`config.mk`:
```
export PLATFORM = sky130hd
export DESIGN_NAME = alu_sequencer
export DESIGN_NICKNAME = d
export VERILOG_FILES = /design/src/rtl/alu_sequencer_pkg.sv /design/src/rtl/alu_sequencer_regfile.sv /design/src/rtl/alu_sequencer.sv
export SDC_FILE = /design/constraint.sdc
export NUM_CORES = 1
export LEC_CHECK = 0
export ABC_AREA = 1
export CORE_AREA = 2 2 55 109
export DETAILED_ROUTE_END_ITERATION = 16
export DIE_AREA = 0 0 57 111
export PLACE_DENSITY_LB_ADDON = 0.25
export SLEW_MARGIN = 10
export SYNTH_ARGS = -nofsm -noshare
export SYNTH_HDL_FRONTEND = slang
export SYNTH_SLANG_ARGS = --single-unit
```
`constraint.sdc`:
```
create_clock -name clk -period 2.32 [get_ports clk]
set_input_delay 0.464 -clock clk [delete_from_list [all_inputs] [get_ports clk]]
set_output_delay 0.464 -clock clk [all_outputs]
set_load 0.01 [all_outputs]
```
`src/rtl/alu_sequencer_pkg.sv`:
```
// Shared opcodes, FSM states and default sizing for the ALU sequencer.
package alu_sequencer_pkg;

   localparam int DEF_WIDTH  = 4;
   localparam int DEF_ADDR_W = 2;
   localparam int DEF_NREGS  = 1 << DEF_ADDR_W;

   typedef enum logic [1:0] {
      OP_ADD = 2'b00,
      OP_SUB = 2'b01,
      OP_LDI = 2'b10,
      OP_MOV = 2'b11
   } op_e;

   typedef enum logic [1:0] {
      S_IDLE = 2'b00,
      S_EXEC = 2'b01,
      S_DONE = 2'b10
   } state_e;

   function automatic logic is_arith(op_e op);
      return (op == OP_ADD) || (op == OP_SUB);
   endfunction

endpackage

```
`src/rtl/alu_sequencer_regfile.sv`:
```
// Register file: one write port, three combinational read ports.
module alu_sequencer_regfile #(
   parameter int WIDTH  = 4,
   parameter int NREGS  = 4,
   parameter int ADDR_W = 2
) (
   input  logic              clk,
   input  logic              rst,
   input  logic              we,
   input  logic [ADDR_W-1:0] waddr,
   input  logic [WIDTH-1:0]  wdata,
   input  logic [ADDR_W-1:0] ra1,
   output logic [WIDTH-1:0]  rd1,
   input  logic [ADDR_W-1:0] ra2,
   output logic [WIDTH-1:0]  rd2,
   input  logic [ADDR_W-1:0] ra3,
   output logic [WIDTH-1:0]  rd3
);

   logic [WIDTH-1:0] mem [NREGS];

   always_ff @(posedge clk or posedge rst) begin
      if (rst) begin
         for (int i = 0; i < NREGS; i++) begin
            mem[i] <= '0;
         end
      end else if (we) begin
         mem[waddr] <= wdata;
      end
   end

   assign rd1 = mem[ra1];
   assign rd2 = mem[ra2];
   assign rd3 = mem[ra3];

endmodule

```
`src/rtl/alu_sequencer.sv`:
```
// Handshaked three-cycle sequencer wrapped around an external add/sub ALU.
module alu_sequencer
   import alu_sequencer_pkg::*;
#(
   parameter int WIDTH  = DEF_WIDTH,
   parameter int NREGS  = DEF_NREGS,
   parameter int ADDR_W = DEF_ADDR_W
) (
   input  logic              clk,
   input  logic              rst,
   input  logic              cmd_valid,
   output logic              cmd_ready,
   input  logic [1:0]        cmd_op,
   input  logic [ADDR_W-1:0] cmd_rd,
   input  logic [ADDR_W-1:0] cmd_rs1,
   input  logic [ADDR_W-1:0] cmd_rs2,
   input  logic [WIDTH-1:0]  cmd_imm,
   output logic [WIDTH-1:0]  alu_in1,
   output logic [WIDTH-1:0]  alu_in2,
   output logic              alu_s,
   input  logic [WIDTH-1:0]  alu_out,
   output logic              done,
   output logic [WIDTH-1:0]  result,
   output logic              zero,
   input  logic [ADDR_W-1:0] dbg_addr,
   output logic [WIDTH-1:0]  dbg_data
);

   state_e             state;
   op_e                op_q;
   logic [ADDR_W-1:0]  rd_q;
   logic [WIDTH-1:0]   imm_q;
   logic [WIDTH-1:0]   rs1_val;
   logic [WIDTH-1:0]   rs2_val;
   logic [WIDTH-1:0]   wb_data;
   logic               wb_en;

   assign cmd_ready = (state == S_IDLE);
   assign wb_en     = (state == S_EXEC);

   alu_sequencer_regfile #(
      .WIDTH  (WIDTH),
      .NREGS  (NREGS),
      .ADDR_W (ADDR_W)
   ) u_regfile (
      .clk   (clk),
      .rst   (rst),
      .we    (wb_en),
      .waddr (rd_q),
      .wdata (wb_data),
      .ra1   (cmd_rs1),
      .rd1   (rs1_val),
      .ra2   (cmd_rs2),
      .rd2   (rs2_val),
      .ra3   (dbg_addr),
      .rd3   (dbg_data)
   );

   // alu_in1 doubles as the latched rs1 value that MOV writes back.
   always_comb begin
      wb_data = alu_out;
      unique case (1'b1)
         op_q == OP_LDI: wb_data = imm_q;
         op_q == OP_MOV: wb_data = alu_in1;
         default:        wb_data = alu_out;
      endcase
   end

   always_ff @(posedge clk or posedge rst) begin
      if (rst) begin
         state   <= S_IDLE;
         op_q    <= OP_ADD;
         rd_q    <= '0;
         imm_q   <= '0;
         alu_in1 <= '0;
         alu_in2 <= '0;
         alu_s   <= 1'b0;
         done    <= 1'b0;
         result  <= '0;
         zero    <= 1'b1;
      end else begin
         done <= 1'b0;
         unique case (state)
            S_IDLE: begin
               if (cmd_valid) begin
                  op_q    <= op_e'(cmd_op);
                  rd_q    <= cmd_rd;
                  imm_q   <= cmd_imm;
                  alu_in1 <= rs1_val;
                  alu_in2 <= rs2_val;
                  alu_s   <= is_arith(op_e'(cmd_op)) & cmd_op[0];
                  state   <= S_EXEC;
               end
            end
            S_EXEC: begin
               result <= wb_data;
               zero   <= (wb_data == '0);
               done   <= 1'b1;
               state  <= S_DONE;
            end
            S_DONE: state <= S_IDLE;
            default: state <= S_IDLE;
         endcase
      end
   end

endmodule
```
==> results by group, run 1 <==
Outcome
  – Outcome: complete, no violations

GRT
  – Vias in the first global route: between 1500 and 2000
  – GRT Total Usage: between 15 and 20%
  – First-pass GRT wire length: ~8.1 mm
  – Largest net degree at the start of global routing: 42
  – Initial antenna violation count: 0
  – GRT overflow: 0

Clock tree
  – Setup Buffers After CTS: 0
  – CTS H-Tree Depth: 2
  – Clk sinks: 41
  – CTS tree: done
  – Number of buffers created by CTS: 5
  – CTS root buf: clkbuf_16
  – Maximum clock path buffer count: 2
  – Reg clk slew, reported paths: 0.06 ns
  – Clock insertion delay at the later pin of the skew report: roughly 0.28 ns
  – Cts-stage hold buffer count: 0
  – Resized cells post-CTS: 5

Flow run
  – Max cap viols: 0

Setup path
  – Required @ worst endpoint: about 1.9 ns
  – Slowest Stage Delay on Critical Path: approximately 0.5 ns
  – Worst-path maximum fanout: 9
  – CP Capture Type: output port
  – Worst endpoint data arrival time: ~1.7 ns
  – Critical path's slowest cell: clkdlybuf4s50_1
  – Startpoint class of the critical path: input port
  – Critical path type: input port to output port
  – Crit-path cells: clkdlybuf4s50_1, inv_2, buf_4, a21oi_1, a21oi_1, dlygate4sd2_1
  – Top cell by count, worst path: a21oi_1

Logic synthesis
  – Synthesized area per cell: around 8 µm²
  – Adder-Cell Fraction of Synth Area: 0%
  – Sequential area share after synthesis: 50.7%
  – Largest area contributor in the netlist: dfrtp_1
  – Cell Area, Synth: slightly above 2000 µm²
  – Fraction of registers with async set/reset: 100%
  – Most frequent cell after synthesis: nand2_1
  – Mux cell area share after synthesis: 0%
  – Post-Synth Simple-Gate Area: approximately 24%
  – Syn Nets: about 280
  – Yosys warns: 0
  – Post-synth cell types: 15
  – Yosys reg bits: 41
  – Synth Area in XOR/XNOR: 0%
  – Compound-Gate Fraction of Synth Area: roughly 17%
  – Main combinational cell family by area after synthesis: simple AND/OR/NAND/NOR gates
  – Top cells by count, synth: nand2_1, dfrtp_1, o21ai_0
  – Cells after synthesis: 260
  – Post-synth top area share: approximately half
  – Number of flops mapped to enable cells by yosys: 0
  – Synth top area cells: dfrtp_1, nand2_1, o21ai_0, a21oi_1, inv_1
  – Top FF cell, synth: dfrtp_1

STA
  – RSZ-0062 raised after global routing: no
  – Clock skew: between 0.006 and 0.007 ns
  – Final setup viols: 0
  – Slew Limit Fails: 0
  – Worst-margin pin slew: 0.561 ns
  – Tcrit/Tclk final: between 90% and 100%
  – Fmax: 468 MHz
  – Hold Fails Final Rpt: 0
  – Fin crit period: approximately 2.1 ns
  – Slew HR: 62.5%

Routing
  – Vias: roughly 1800
  – Vias per std cell: slightly below 5
  – DRC errors left: 0
  – Routed Antenna Nets: 0
  – Pre-antenna DRT Iters: 4
  – Drt wl/cell: 13.5 µm
  – Total wire length: approximately 5 mm
  – Initial drt markers: between 90 and 100

Power
  – Seq pwr share: a little over 40%
  – Sw Share: about a third
  – Sw Pwr: about 990 µW
  – Standby leakage power: 1.26 nW
  – Power Density: 1100 nW/µm²
  – Pwr Total: ~2.9 mW
  – Clk network pwr share: 26.7%
  – Peak VDD IR: approximately 0.8 mV
  – Int Power: between 1.5 and 2 mW
  – Logic pwr share: roughly 32%

Placement
  – Hpwl dp: 3.50 mm
  – Placer Congestion: 0.904
  – Port-buffer cells: 40

Floorplan
  – Die span in x: 57 µm
  – Num ports: 41
  – Die area: 6330 µm²
  – Die Y: approximately 110 µm
  – Std cell rows: 39
  – Starting Density: 36.4%
  – Core Area: around 5600 µm²

Final layout
  – Fin nets: ~320
  – Fin util: a little under half
  – Layout cells sized above 1: under 10%
  – Antenna diodes: 0
  – Filler cells: approximately 550
  – Register area: 1030 µm²
  – Area Growth Syn to Fin: 30.0%
  – Multi-input logic area: just over 800 µm²

Hold path
  – Hold Crit Class: flop to flop
## layout by cell type (no fill, tap or decap)
| cell | Yosys | final |
|---|---|---|
| nand2_1 | 92 | 92 |
| dfrtp_1 | 40 | 40 |
| clkdlybuf4s50_1 | 0 | 36 |
| o21ai_0 | 32 | 32 |
| inv_1 | 27 | 26 |
| a21oi_1 | 23 | 23 |
| nand3_1 | 12 | 12 |
| o211ai_1 | 8 | 8 |
| nor2_1 | 8 | 8 |
| clkbuf_16 | 0 | 5 |
| buf_4 | 3 | 5 |
| dlygate4sd2_1 | 0 | 4 |
| nor3_4 | 3 | 3 |
| inv_2 | 1 | 2 |
| nor3_2 | 1 | 1 |
| bufinv_16 | 0 | 1 |
| clkbuf_1 | 2 | 1 |
| clkinv_2 | 0 | 1 |
| dfstp_2 | 1 | 1 |
## metrics by stage
step / TNS (ns) / setup WS [ns] / area (µm²) / hold slack, ns / std cells
6_report: 0 / 0.184 / 2640 / 0.474 / 362
2_1_floorplan: 0 / 0.817 / 2030 / 0.443 / 260
3_3_place_gp: -0.231 / -0.0640 / 2480 / 0.458 / 354
4_1_cts: 0 / 0.190 / 2640 / 0.472 / 362
5_1_grt: 0 / 0.0698 / 2640 / 0.498 / 362
3_5_place_dp: -0.382 / -0.107 / 2480 / 0.463 / 354
## power by group through the flow
stage	combinational, mW	sequential, mW	clock [mW]
2_1_floorplan	0.510	1.18	0
3_3_place_gp	0.938	1.19	0
3_5_place_dp	0.958	1.19	0
4_1_cts	0.950	1.19	0.797
5_1_grt	1.06	1.22	0.815
6_report	0.937	1.19	0.774
## final timing paths
| kind | endpoint | startpoint | slack (ns) | cells past startpoint |
|---|---|---|---|---|
| max | dbg_data[0] | dbg_addr[0] | 0.18 | 6 |
| max reg2reg | u_regfile.mem[13] | state[1] | 0.86 | 5 |
| max in group asynchronous | zero | rst | 1.33 | 3 |
| min in group asynchronous | alu_s | rst | 0.61 | 3 |
| min | zero | zero | 0.47 | 2 |
| min reg2reg | zero | zero | 0.47 | 2 |
## critical path: cells and delay by family
family | cells | cell delay (ns)
buf+inv | 4 | 1.00
compound gates | 2 | 0.21
## cell type report
type | count | share of cell area (%)
sequential | 41 | 39.0
multi-input combinational | 179 | 31.5
timing repair buffer | 45 | 16.4
clock buffer | 6 | 4.89
inverter | 28 | 3.99
tap | 61 | 2.90
clock inverter | 2 | 1.33
## flip-flops by register name (all words and copies together) (netlist names)
register	flops
u_regfile.mem	16
alu_in1	4
alu_in2	4
imm_q	4
result	4
op_q	2
rd_q	2
state	2
alu_s	1
done	1
zero	1
## metal layers
metal / GRT usage [%] / up-vias / share of wire, %
met5: 0 / - / 0
met4: 8.84 / 0 / 3.7
met3: 3.15 / 12 / 5.1
met2: 26.3 / 51 / 49
met1: 20.7 / 816 / 42
li1: - / 915 / -
## cell families after synthesis
family	after synthesis
compound gates	63
buf+inv	40
flops	41
simple gates	116
Power figures use the tool's default switching activity.
==> run 2: changes to the inputs <==
Settings changed: GPL_ROUTABILITY_DRIVEN from default to 0.
==> results of run 2 <==
The final DEF is identical to that of run 1; final timing and power are the same.
==> run 3: changes to the inputs <==
Settings changed: CAP_MARGIN from default to 20, CORE_AREA 2 2 55 109 to 2 2 46 91, DIE_AREA 0 0 57 111 to 0 0 48 93, PLACE_DENSITY from default to 0.85, PLACE_DENSITY_LB_ADDON 0.25 to default.
==> run 3 against run 2 <==
  * Register-to-register slack got worse by 0.05 ns
  * Clock power is 24% lower
  * Sequential share of layout area is 0.79 points higher
  * Final cell count fell by 2.5%
  * Maximum frequency down 0.13%
  * Critical path depth did not move
  * Critical endpoint is now dbg_data[3]
==> results by group, run 3 (synthesized netlist as in run 1, its figures left out) <==
Clock tree
  – Cts-stage hold buffer count: 0
  – Number of buffers created by CTS: 5
  – CTS tree: done
  – Maximum clock path buffer count: 2
  – CTS root buf: clkbuf_8
  – Reg clk slew, reported paths: approximately 0.070 ns
  – Clk sinks: 41
  – CTS H-Tree Depth: 2
  – Clock insertion delay at the later pin of the skew report: 0.30 ns

Setup path
  – Top cell by count, worst path: a21oi_1
  – Critical path's slowest cell: clkdlybuf4s50_1
  – Crit path max-delay family: buffers and inverters
  – Critical path type: input port to output port
  – Startpoint class of the critical path: input port
  – Buf/Inv on CP: 4
  – Crit path from: dbg_addr[0]
  – Required @ worst endpoint: 1.86 ns
  – Crit-path cells: clkdlybuf4s50_1, inv_2, buf_4, a21oi_1, a21oi_1, dlygate4sd2_1
  – CP Capture Type: output port
  – Reg2reg setup slack: between 0.8 and 0.9 ns
  – Slowest Stage Delay on Critical Path: about 0.50 ns
  – Worst-path maximum fanout: 7
  – Worst endpoint data arrival time: ~1.7 ns
  – Reg2reg start: state[1]

Flow run
  – Max cap viols: 0

Final layout
  – Register area: approximately 1000 µm²
  – Final Instance Count excl. Fillers: 353
  – Filler cells: 351
  – Most frequent cells in the layout: nand2_1, dfrtp_1, clkdlybuf4s50_1
  – Fin nets: about 320
  – Area Growth Syn to Fin: 27.4%
  – Max reg flops: 16
  – Most flop-heavy register: u_regfile.mem
  – Layout cells sized above 1: between 6 and 7%
  – Fin util: approximately 68%
  – Commonest non-fill, non-tap cell in the layout: nand2_1
  – Multi-input logic area: 830 µm²
  – Final instance area: ~2600 µm²
  – Antenna diodes: 0

STA
  – Hold Fails Final Rpt: 0
  – Fmax: approximately 470 MHz
  – Worst Slack Setup Final: 0.181 ns
  – RSZ-0062 raised after global routing: no
  – Worst-margin pin slew: about 0.53 ns
  – Fin crit period: about 2.1 ns
  – Slew Limit Fails: 0
  – Final setup viols: 0
  – Hold WS: 0.475 ns
  – Tcrit/Tclk final: 92.2%
  – Final TNS setup: 0 ns
  – Clock skew: approximately 0.011 ns
  – Slew HR: around 64%

Floorplan
  – Die Y: 93 µm
  – Core Area: 3800 µm²
  – Starting Density: 53.3%
  – Std cell rows: 32
  – Die span in x: 48 µm
  – Die area: 4460 µm²
  – Num ports: between 40 and 50

GRT
  – Vias in the first global route: 1813
  – First-pass GRT wire length: slightly below 8 mm
  – Met3 usage: 3.28%
  – GR peak layer: met2
  – GRT Total Usage: roughly a quarter
  – Met1 usage: 26.0%
  – GRT overflow: 0
  – Largest net degree at the start of global routing: 42
  – Met2 usage: 42.9%
  – Initial antenna violation count: 0

Hold path
  – Hold Crit Class: flop to flop
  – Hold Crit Start: imm_q[2]

Routing
  – Total wire length: about 4.8 mm
  – Initial drt markers: 51
  – Vias per std cell: between 5 and 6
  – Pre-antenna DRT Iters: 4
  – DRC errors left: 0
  – Drt wl/cell: ~13 µm
  – Routed Antenna Nets: 0
  – Vias: around 1900

Placement
  – Placed cells: between 300 and 400
  – Pre-CTS WS: -0.109 ns
  – Placed cell area: between 2000 and 2500 µm²
  – Hpwl dp: between 3 and 4 mm
  – Port-buffer cells: 40

Power
  – Standby leakage power: 1.24 nW
  – Peak VDD IR: 0.775 mV
  – Pwr Total: approximately 2.7 mW
  – Power Density: around 1100 nW/µm²

Outcome
  – Outcome: complete, no violations
run 3: changes by cell type in the layout (fill, tap and decap cells not counted):
cell       change
buf_4          +1
clkbuf_16      -5
clkbuf_8       +6
clkinv_2       -1
o21ai_0        -1
o21ai_1        +1
run 3: worst paths after layout:
kind                                     end  depth (start not counted)
max in group asynchronous               zero                          3
setup reg to reg           u_regfile.mem[15]                          4
min in group asynchronous               done                          3
hold / removal                      imm_q[2]                          2
hold reg to reg                     imm_q[2]                          2
setup / recovery                 dbg_data[3]                          6
run 3: report_power, final:
| group | switching, mW | total (mW) | internal [mW] | leakage [nW] |
|---|---|---|---|---|
| Sequential | 0.205 | 1.18 | 0.979 | 0.505 |
| Clock | 0.240 | 0.590 | 0.351 | 0.0585 |
| Combinational | 0.514 | 0.938 | 0.423 | 0.677 |
| Total | 0.959 | 2.71 | 1.75 | 1.24 |
run 3: area by class of cell:
| class | count | share of cell area (%) |
|---|---|---|
| inverters | 28 | 4.07 |
| repair buffers | 46 | 17.1 |
| clock buffers | 7 | 3.34 |
| multi-input cells | 179 | 32.1 |
| flip-flops and latches | 41 | 39.8 |
| clock inverters | 1 | 1.16 |
| well taps | 51 | 2.47 |
run 3: metal layers:
layer  vias up  share of wire (%)
met2        54                 55
met4         0                3.6
met5         -                  0
li1        918                  -
met3        14                3.3
met1       871                 38
run 3: timing repair:
item,CTS,global route
endpoints found under the setup margin,4,0
gates resized for setup,6,0
buffers inserted,0,0
run 3: worst reg2reg max path: stages, from the launching register on:
cell and delay, ns:
dfrtp_1 0.37, inv_1 0.07, nand2_1 0.31, nor3_2 0.49, o21ai_0 0.15
